## src/rtl/conv1d_pkg.sv

```systemverilog
// Shared types and width helpers for the conv1d accelerator control and datapath.
package conv1d_pkg;

  localparam int KMAX_DEF = 8;
  localparam int NMAX_DEF = 1024;

  typedef enum logic [2:0] {
    S_IDLE,
    S_LOAD_W,
    S_RUN,
    S_DRAIN,
    S_DONE
  } seq_state_t;

  function automatic int addr_width(input int n);
    return (n > 1) ? $clog2(n) : 1;
  endfunction

  // One extra bit so a kernel of exactly KMAX taps is representable.
  function automatic int ksize_width(input int k);
    return $clog2(k) + 1;
  endfunction

endpackage

```

## src/rtl/conv1d_seq_ctrl_delay.sv

```systemverilog
// Registered delay line used to align control strobes with the memory read latency.
module ctrl_delay_line #(
  parameter int WIDTH = 1,
  parameter int DEPTH = 1
) (
  input  logic             clk,
  input  logic             rst,
  input  logic [WIDTH-1:0] d,
  output logic [WIDTH-1:0] q
);

  logic [WIDTH-1:0] stage [DEPTH];

  always_ff @(posedge clk or posedge rst) begin
    if (rst) begin
      for (int i = 0; i < DEPTH; i++) begin
        stage[i] <= '0;
      end
    end else begin
      stage[0] <= d;
      for (int i = 1; i < DEPTH; i++) begin
        stage[i] <= stage[i-1];
      end
    end
  end

  assign q = stage[DEPTH-1];

endmodule

```

## src/rtl/conv1d_seq_ctrl.sv

```systemverilog
// Sequencer for the conv1d datapath: loads kernel weights, then walks every
// output position issuing input reads plus accumulator and write strobes.
module conv1d_seq_ctrl
  import conv1d_pkg::*;
#(
  parameter int KMAX = KMAX_DEF,
  parameter int NMAX = NMAX_DEF,
  parameter int AW   = addr_width(NMAX),
  parameter int KW   = ksize_width(KMAX)
) (
  input  logic            clk,
  input  logic            rst,
  input  logic            start,
  input  logic [AW:0]     len,
  input  logic [KW-1:0]   ksize,
  output logic            busy,
  output logic            done,
  output logic            err,
  output logic [AW-1:0]   w_raddr,
  output logic [KMAX-1:0] w_ld,
  output logic [AW-1:0]   mem_raddr,
  output logic            acc_clr,
  output logic            acc_en,
  output logic [KW-1:0]   k_idx,
  output logic            out_we,
  output logic [AW-1:0]   out_waddr
);

  seq_state_t state, state_next;

  logic [AW:0]   j_reg, j_next, len_reg, len_next;
  logic [KW-1:0] k_reg, k_next, ksize_reg, ksize_next;
  logic          err_reg, err_next;
  logic          busy_reg, done_reg;
  logic [AW-1:0] w_raddr_reg, mem_raddr_reg;
  logic [AW-1:0] tap_addr;
  logic          cfg_ok, k_last, j_last;

  assign cfg_ok = (ksize != '0) && (ksize <= KW'(KMAX)) &&
                  ((AW+1)'(ksize) <= len) && (len <= (AW+1)'(NMAX));
  assign k_last = (k_reg == ksize_reg - KW'(1));
  // Last output index is len - ksize, i.e. M - 1.
  assign j_last = (j_reg == len_reg - (AW+1)'(ksize_reg));

  always_comb begin
    state_next = state;
    j_next     = j_reg;
    k_next     = k_reg;
    len_next   = len_reg;
    ksize_next = ksize_reg;
    err_next   = err_reg;
    case (state)
      S_IDLE: begin
        if (start) begin
          err_next   = !cfg_ok;
          len_next   = len;
          ksize_next = ksize;
          j_next     = '0;
          k_next     = '0;
          state_next = cfg_ok ? S_LOAD_W : S_DONE;
        end
      end
      S_LOAD_W: begin
        if (k_last) begin
          k_next     = '0;
          j_next     = '0;
          state_next = S_RUN;
        end else begin
          k_next = k_reg + KW'(1);
        end
      end
      S_RUN: begin
        if (k_last) begin
          k_next = '0;
          if (j_last) begin
            state_next = S_DRAIN;
          end else begin
            j_next = j_reg + (AW+1)'(1);
          end
        end else begin
          k_next = k_reg + KW'(1);
        end
      end
      S_DRAIN: begin
        // k doubles as the two-cycle drain counter.
        if (k_reg == KW'(1)) begin
          k_next     = '0;
          state_next = S_DONE;
        end else begin
          k_next = k_reg + KW'(1);
        end
      end
      S_DONE: state_next = S_IDLE;
      default: state_next = S_IDLE;
    endcase
  end

  assign tap_addr = j_next[AW-1:0] + AW'(k_next);

  always_ff @(posedge clk or posedge rst) begin
    if (rst) begin
      state         <= S_IDLE;
      j_reg         <= '0;
      k_reg         <= '0;
      len_reg       <= '0;
      ksize_reg     <= '0;
      err_reg       <= 1'b0;
      busy_reg      <= 1'b0;
      done_reg      <= 1'b0;
      w_raddr_reg   <= '0;
      mem_raddr_reg <= '0;
    end else begin
      state         <= state_next;
      j_reg         <= j_next;
      k_reg         <= k_next;
      len_reg       <= len_next;
      ksize_reg     <= ksize_next;
      err_reg       <= err_next;
      busy_reg      <= state_next inside {S_LOAD_W, S_RUN, S_DRAIN};
      done_reg      <= (state_next == S_DONE);
      w_raddr_reg   <= (state_next == S_LOAD_W) ? AW'(k_next) : '0;
      mem_raddr_reg <= (state_next == S_RUN) ? tap_addr : '0;
    end
  end

  assign busy      = busy_reg;
  assign done      = done_reg;
  assign err       = err_reg;
  assign w_raddr   = w_raddr_reg;
  assign mem_raddr = mem_raddr_reg;

  // Strobes below describe the read issued this cycle; delay lines align them with the returned data.
  logic            issue_run;
  logic [KMAX-1:0] w_ld_d;

  assign issue_run = (state == S_RUN);

  for (genvar gi = 0; gi < KMAX; gi++) begin : g_wld
    assign w_ld_d[gi] = (state == S_LOAD_W) && (k_reg == KW'(gi));
  end

  localparam int TAP_W = KMAX + 2 + KW;
  localparam int WR_W  = 1 + AW;

  logic [TAP_W-1:0] tap_d, tap_q;
  logic [WR_W-1:0]  wr_d, wr_q;

  assign tap_d = {w_ld_d, issue_run && (k_reg == '0), issue_run && (k_reg != '0),
                  issue_run ? k_reg : '0};
  assign wr_d  = {issue_run && k_last, issue_run ? j_reg[AW-1:0] : '0};

  ctrl_delay_line #(.WIDTH(TAP_W), .DEPTH(1)) u_tap_dly (
    .clk (clk),
    .rst (rst),
    .d   (tap_d),
    .q   (tap_q)
  );

  // The write follows the last tap's accumulate by one more cycle.
  ctrl_delay_line #(.WIDTH(WR_W), .DEPTH(2)) u_wr_dly (
    .clk (clk),
    .rst (rst),
    .d   (wr_d),
    .q   (wr_q)
  );

  assign {w_ld, acc_clr, acc_en, k_idx} = tap_q;
  assign {out_we, out_waddr}            = wr_q;

endmodule

```

## config.mk

```make
export PLATFORM = sky130hd
export DESIGN_NAME = conv1d_seq_ctrl
export DESIGN_NICKNAME = d
export VERILOG_FILES = /design/src/rtl/conv1d_pkg.sv /design/src/rtl/conv1d_seq_ctrl_delay.sv /design/src/rtl/conv1d_seq_ctrl.sv
export SDC_FILE = /design/constraint.sdc
export NUM_CORES = 1
export LEC_CHECK = 0
export ABC_AREA = 1
export CAP_MARGIN = 25
export CORE_AREA = 2 2 106 108
export DETAILED_ROUTE_END_ITERATION = 10
export DIE_AREA = 0 0 108 110
export PLACE_DENSITY = 0.66
export RECOVER_POWER = 50
export SLEW_MARGIN = 20
export SYNTH_ARGS = -nofsm -noshare
export SYNTH_HDL_FRONTEND = slang
export SYNTH_SLANG_ARGS = --single-unit
```

## constraint.sdc

```tcl
create_clock -name clk -period 8.2 [get_ports clk]
set_clock_uncertainty 0.2 [all_clocks]
set_input_delay 1.64 -clock clk [delete_from_list [all_inputs] [get_ports clk]]
set_output_delay 1.64 -clock clk [all_outputs]
set_load 0.01 [all_outputs]
```

# After elaboration in Yosys (flattened, before gate mapping)
# Cells that the tools add are included.
# word_totals
out_inout_bits	48
ff_bits	86
in_bits	18
# op_classes
add_sub_neg	5
eq_ne	20
order_cmp	3
mux	20
reduce_logical	24
# op_table
op	n
11-bit 2-to-1 mux	4
11-bit case mux with 3 select lines	1
10-bit 2-to-1 mux	2
4-bit 2-to-1 mux	5
3-bit 2-to-1 mux	6
4-bit by 3-bit equality test with 1-bit output (second input constant)	4
1-bit logical AND	14
3-bit by 2-bit equality test with 1-bit output (second input constant)	4
3-bit case mux with 4 select lines	1
4-bit case mux with 3 select lines	1
11-bit by 1-bit adder with 11-bit output (second input constant)	1
11-bit equality test	1
11-bit <= comparator (second input constant)	1
4-bit by 11-bit <= comparator with 1-bit output	1
11-bit by 4-bit subtractor with 11-bit output	1
10-bit by 4-bit adder with 10-bit output	1
4-bit by 2-bit equality test with 1-bit output (second input constant)	2
2-bit inequality test (second input constant)	4
4-bit nonzero test	2
3-bit by 1-bit equality test with 1-bit output (second input constant)	2
3-bit nonzero test	2
5-bit AND reduction	1
4-bit by 1-bit adder with 4-bit output (second input constant)	1
4-bit by 1-bit equality test with 1-bit output (second input constant)	1
other kinds (9)	9

# Logic depth before layout (Yosys ltp)
# Gate-level depths: netlist of run 1.
# logic_depth
depth_word	9
depth_mapped	30
depth_no_buf	30

# Hierarchy
# From an unflattened synthesis of run 1, not the netlist that was laid out.
# hier_totals
cells_unflattened	551
hier_area_um2	4648.2
# modules_own_cells
module	instances	area_each_um2	seq_area_each_um2	cells_each
conv1d_seq_ctrl	1	3657.3	1251.2	502
ctrl_delay_line (u_wr_dly)	1	636.9	550.5	34
ctrl_delay_line (u_tap_dly)	1	354.1	350.3	15

# Worst setup path after synthesis of run 1
# No wires, ideal clock.
# synth_timing
path_kind	input -> register
from	input port start
to	register mem_raddr_reg[6], in the netlist mem_raddr[6]
arrival_time_ns	3.359
n_path_buf	0
setup_time_ns	0.118
required_time_ns	7.882
setup_slack_ns	4.523
stages	14
path_cell_list	inv_1 > nand3_1 > nand2_1 > nor2_1 > o21ai_0 > ha_1 > inv_1 > fa_1 > nor2_1 > o21ai_0 > nand2_1 > nand3_1 > xor2_1 > nor2_1
# synth_between
elab_chain_cells	4
elab_cells_between_ends	9
cone_classes	1 x add/sub; 1 x eq/ne; 7 x mux
# synth_rtl
element	line	rtl
from (decl)	conv1d_seq_ctrl.sv:13	input logic start,
11-bit 2-to-1 mux	conv1d_seq_ctrl.sv:54	if (start) begin
11-bit case mux with 3 select lines	conv1d_seq_ctrl.sv:52	case (state)
named net j_next[0]	conv1d_seq_ctrl.sv:31	logic [AW:0] j_reg, j_next, len_reg, len_next;
10-bit by 4-bit adder with 10-bit output	conv1d_seq_ctrl.sv:98	assign tap_addr = j_next[AW-1:0] + AW'(k_next);
10-bit 2-to-1 mux	conv1d_seq_ctrl.sv:122	mem_raddr_reg <= (state_next == S_RUN) ? tap_addr : '0;
to (signal assigned)	conv1d_seq_ctrl.sv:122	
to (decl)	conv1d_seq_ctrl.sv:35	logic [AW-1:0] w_raddr_reg, mem_raddr_reg;
# The timed path passes the listed nets, and every way through them passes these cells. The select of a mux whose other input is x is not followed.
# A chain may end at the register's enable or synchronous reset.

# Worst setup path after layout of run 1
# layout_timing
from	input port start
to	register mem_raddr_reg[9], in the netlist mem_raddr[9]
# The elaborated chain is that of the path after synthesis.

==> impl_metrics.json, run 1 <==
{
  "use_met2": 0.307,
  "numCtsBuffers": 9,
  "port_buffers": 59,
  "worst_slack_ps": 4140,
  "final_common_cell": "nand2_1",
  "row_count": 38,
  "cts_setup_buffers": 0,
  "synthToLayoutAreaGrowth_pct": 17.6,
  "final_core_util": 0.523,
  "worst_pin_slew_ps": 799,
  "drv_slew": 0,
  "cts.clk_slew.worst_paths_ps": 90,
  "ys_warn_count": 0,
  "cp-start-kind": "input pin",
  "wl_per_cell_um": 13.0,
  "drc": 0,
  "multi_input_area_um2": 2110,
  "synth_seq_cells": 86,
  "crit_arrival_ps": 4110,
  "reg2reg_depth": 22,
  "syn_area_um2": 4760,
  "slowest_stage": "clkdlybuf4s50_1",
  "use_met1": 0.245,
  "crit_chain": "clkdlybuf4s50_1 > inv_1 > nand3_1 > nand2_1 > nor2_1 > o21ai_0 > ha_1 > a21oi_1 > nor2_1 > nor2_1 > inv_1 > nand2_1 > nand2_1 > nand4_4 > nor2_4 > a21oi_1 > nor2_1",
  "grt_max_degree": 87,
  "first_pass_iters": 4,
  "clk_latency_ps": 360,
  "end_kind": "register",
  "synth_area_leader_cell": "dfrtp_1",
  "setup_viol": 0,
  "critPathLaunch": "start",
  "start_util": 0.445,
  "ir_drop_uv": 147,
  "relSlewSlack": 0.463,
  "status": "completed",
  "worstPathMaxFanout": 6,
  "die_h_um": 110,
  "rsz0062_at_grt": "no",
  "stdcell_count": 756,
  "nFillCells": 1021,
  "antenna_found_initial": 0,
  "cellPowerDensity_nw_per_um2": 290,
  "cts_tree": "yes",
  "overflow": 0,
  "syn-mean-instance-area_um2": 8.53,
  "grt_pass1_vias": 3620,
  "dieArea_um2": 11900,
  "largest_register_ffs": 14,
  "dp_cells": 740,
  "htreeDepth": 3,
  "vias_per_cell": 4.83,
  "synth_top_area_share": 0.452,
  "power_leakage_uw": 0.00272,
  "grt-busiest-layer": "met2",
  "critPathKind": "input pin to register",
  "die_x_um": 108,
  "maxCapViolations": 0,
  "hpwl_um": 7520,
  "syn_inst": 558,
  "layout_common_cells": "nand2_1 (126), dfrtp_1 (86), inv_1 (77)",
  "fin_crit_ps": 4060,
  "cp_slowest_stage_delay_ps": 420,
  "yosysSeqAreaShare": 0.452,
  "netlist_top_cells_area": "dfrtp_1 (45%), nand2_1 (9.9%), inv_1 (6.2%)",
  "gr-usage-all-layers": 0.183,
  "cts_resized": 0,
  "cts_hold_buf": 0,
  "finalSetupTns_ps": 0,
  "period_share": 0.495,
  "wl_um": 9810,
  "use_met3": 0.0317,
  "hold_path_class": "register to register",
  "ios": 66,
  "fmax_mhz": 246,
  "hold_depth": 0,
  "cts-root-buf": "clkbuf_8",
  "min_from": "u_wr_dly.stage[14]",
  "crit_buf_inv": 3,
  "grt_pass1_wl_um": 16900,
  "crit_required_ps": 8250,
  "synth_cell_types": 46,
  "drt_iter0_markers": 142,
  "finalNetCount": 649,
  "r2r-start": "ksize_reg[0]",
  "vias": 3652,
  "cp_common_cell": "nor2_1",
  "clock_sinks": 86,
  "antenna_cells": 0,
  "crit_cells": 17,
  "gp_congestion": 0.927,
  "pre_cts_ws_ps": 3790,
  "core_um2": 10700,
  "ant_nets": 0,
  "hold_ws_ps": 154,
  "clockBufferDepth": 2,
  "drive_gt1_frac": 0.106,
  "critPathTopFamily": "simple AND/OR/NAND/NOR gates",
  "seq_area_um2": 2150,
  "hold_viol_final": 0
}
==> kinds of logic after synthesis <==
| kind of cell | after synthesis | share of synthesized area |
|---|---|---|
| AOI/OAI and AO/OA | 53 | 0.0707 |
| xor gates and xnor gates | 19 | 0.0365 |
| adders and majority gates | 20 | 0.0557 |
| buffers and inverters | 112 | 0.106 |
| DFF | 86 | 0.452 |
| other | 1 | 0.000788 |
| and+or+nand+nor | 267 | 0.278 |
==> worst paths after layout <==
kind | end | slack (ps)
max | mem_raddr[9] | 4140
min | u_wr_dly.q[3] | 150
max reg2reg | mem_raddr[6] | 4150
min reg2reg | u_wr_dly.q[3] | 150
max in group asynchronous | j_reg[8] | 5520
min in group asynchronous | u_wr_dly.q[10] | 1770
==> cells in the mapped netlist, drive strengths merged <==
cell / number
nand2: 132
dfrtp: 86
inv: 86
nor2: 73
nand3: 34
o21ai: 29
buf: 22
ha: 18
nand4: 12
nor3: 10
xor2: 10
a21oi: 9
xnor2: 9
o22ai: 5
nor4: 3
o31ai: 3
and3: 2
clkbuf: 2
clkinv: 2
fa: 2
o211ai: 2
a211oi: 1
a221oi: 1
a22oi: 1
a31oi: 1
conb: 1
nor3b: 1
o2111ai: 1
==> through the flow <==
step	instance area, µm²	total power, µW
3_5_place_dp	5390	1320
4_1_cts	5600	1640
2_1_floorplan	4780	1150
6_report	5600	1620
3_3_place_gp	5390	1300
5_1_grt	5600	1780
==> cell type report <==
| class | count | area share |
|---|---|---|
| clock inverter | 7 | 0.0156 |
| timing repair buffer | 61 | 0.109 |
| sequential | 86 | 0.385 |
| tap | 140 | 0.0313 |
| multi-input combinational | 365 | 0.377 |
| inverter | 88 | 0.0601 |
| clock buffer | 9 | 0.0221 |
==> where the power goes <==
part	internal (µW)	switching [µW]	leakage, µW	total [µW]
combinational	267	503	0.00145	770
sequential	486	51.1	0.00117	537
clock	148	167	0.000102	315
total	900	722	0.00272	1620
==> metal layers <==
metal	share of wire	up-vias
met3	0.032	11
met2	0.47	72
met5	0	-
met4	0.016	0
li1	-	1848
met1	0.48	1721
(Power assumes the default switching activity.)
==> run 2: changes to the inputs <==
==> constraint.sdc (replaced) <==
create_clock -name clk -period 4 [get_ports clk]
set_clock_uncertainty 0.2 [all_clocks]
set_input_delay 0.8 -clock clk [delete_from_list [all_inputs] [get_ports clk]]
set_output_delay 0.8 -clock clk [all_outputs]
set_load 0.01 [all_outputs]
==> impl_metrics.json, run 2 (synthesis results as in run 1) <==
{
  "status": "finished with violations",
  "failed_checks": "max-capacitance violations, max-slew violations",
  "end_kind": "register",
  "ir_drop_uv": 281,
  "antenna_cells": 0,
  "setup_viol": 0,
  "crit_chain": "ha_2 > fa_2 > xor2_1 > nand2_1 > nor2_2 > nand3_2 > nor2_4 > nand3_4 > nand2_4 > inv_1 > nand2_2 > nand3_2 > o21ai_2 > ha_2 > inv_1 > fa_2 > nor2_2 > o21ai_1 > nand2_1 > buf_4 > nand3_1 > nand2_1 > nor2_1",
  "grt_max_degree": 47,
  "cts.clk_slew.worst_paths_ps": 90,
  "cp_slowest_stage_delay_ps": 520,
  "vias": 3738,
  "htreeDepth": 3,
  "numCtsBuffers": 9,
  "die_x_um": 108,
  "ios": 66,
  "clockBufferDepth": 2,
  "p_switching_uw": 1540,
  "seq_area_um2": 2150,
  "hpwl_um": 7680,
  "crit_arrival_ps": 3890,
  "drc": 0,
  "cp-start-kind": "register",
  "largest_register_ffs": 14,
  "p_clk_frac": 0.208,
  "die_h_um": 110,
  "worstPathMaxFanout": 5,
  "maxCapViolations": 1,
  "rsz0062_at_grt": "yes",
  "drt_iter0_markers": 147,
  "gr-usage-all-layers": 0.186,
  "critPathKind": "register to register",
  "p_int_uw": 2000,
  "vias_per_cell": 4.86,
  "power_frac_comb": 0.478,
  "port_buffers": 59,
  "worst_slack_ps": 170,
  "wl_per_cell_um": 13.2,
  "ant_nets": 0,
  "cts_tree": "yes",
  "power_leakage_uw": 0.00281,
  "swShare": 0.435,
  "dieArea_um2": 11900,
  "drive_gt1_frac": 0.170,
  "grt_pass1_vias": 3575,
  "clk_latency_ps": 370,
  "overflow": 0,
  "fin_crit_ps": 3830,
  "first_pass_iters": 5,
  "cts_hold_buf": 0,
  "crit_required_ps": 4060,
  "dp_cells": 742,
  "multi_input_area_um2": 2210,
  "relSlewSlack": -0.196,
  "place_area_um2": 5420,
  "final_common_cell": "nand2_1",
  "synthToLayoutAreaGrowth_pct": 22.5,
  "pre_cts_ws_ps": 13.5,
  "finalNetCount": 662,
  "hold_ws_ps": 147,
  "core_um2": 10700,
  "drv_slew": 41,
  "seqPwrFrac": 0.313,
  "gp_congestion": 0.998,
  "nFillCells": 991,
  "antenna_found_initial": 0,
  "hold_depth": 0,
  "cellPowerDensity_nw_per_um2": 605,
  "hold_viol_final": 0,
  "stdcell_count": 769,
  "wl_um": 10100,
  "reg2reg_depth": 23,
  "grt_pass1_wl_um": 16900,
  "cp_common_cell": "nand2_1",
  "fin_area_um2": 5830,
  "start_util": 0.445,
  "slowest_stage": "fa_2",
  "finalSetupTns_ps": 0,
  "hold_path_class": "register to register",
  "fmax_mhz": 261,
  "clock_sinks": 86,
  "row_count": 38,
  "cts-root-buf": "clkbuf_8",
  "layout_common_cells": "nand2_1 (121), dfrtp_1 (86), inv_1 (74)",
  "worst_pin_slew_ps": 1780,
  "period_share": 0.958
}
==> run 2: cell count changes in the layout (fill, tap and decap cells not counted), sizes merged <==
cell      delta
buf         +13
bufinv       +2
clkinv       +2
clkinvlp     -1
inv          -3
==> run 2: repair_timing <==
item / CTS / global route
endpoints found under the setup margin: 1 / 6
setup buffers: 2 / 9
gates resized for setup: 0 / 33
pin swaps: 1 / 21
==> run 2: area by class of cell <==
class / count / area share
Timing Repair Buffer: 74 / 0.123
Tap cell: 140 / 0.0300
Clock inverter: 7 / 0.0206
Sequential cell: 86 / 0.369
Inverter: 88 / 0.0577
Multi-Input combinational cell: 365 / 0.379
Clock buffer: 9 / 0.0212
==> run 2: worst paths after layout <==
| path | end | slack (ps) | from |
|---|---|---|---|
| worst max-delay path | mem_raddr[8] | 170 | ksize_reg[0] |
| worst min-delay path | u_wr_dly.q[1] | 150 | u_wr_dly.stage[12] |
| worst max register to register | mem_raddr[8] | 170 | ksize_reg[0] |
| worst min register to register | u_wr_dly.q[1] | 150 | u_wr_dly.stage[12] |
| max in group asynchronous | j_reg[6] | 1600 | rst |
| min in group asynchronous | k_reg[0] | 1140 | rst |
==> run 2: layer usage <==
layer / vias up / GRT usage / wire (µm)
li1: 1876 / - / -
met1: 1742 / 0.250 / 4690
met2: 103 / 0.301 / 4760
met3: 17 / 0.0347 / 428
met4: 0 / 0.0723 / 269
met5: - / 0 / 0
==> run 2: power groups by stage <==
stage	logic, µW	registers (µW)	clock network [µW]
after floorplan	1250	1100	0
after global placement	1560	1120	0
after detailed placement	1590	1120	0
after CTS	1600	1100	758
after global routing	1930	1130	798
final	1690	1110	736
==> run 2: critical path: cells and delay by family, from the launching register on <==
kind / cells / cell delay, ps
compound gates: 2 / 170
flops: 1 / 410
fa+ha+maj: 4 / 1270
simple gates: 13 / 1270
xor+xnor: 1 / 140
buf+inv: 3 / 240
==> run 2: through the flow <==
stage	util	total power, µW
floorplan	-	2350
CTS	0.531	3460
global route	0.545	3850
finish	0.545	3530
detailed placement	0.507	2710
global placement	0.507	2680
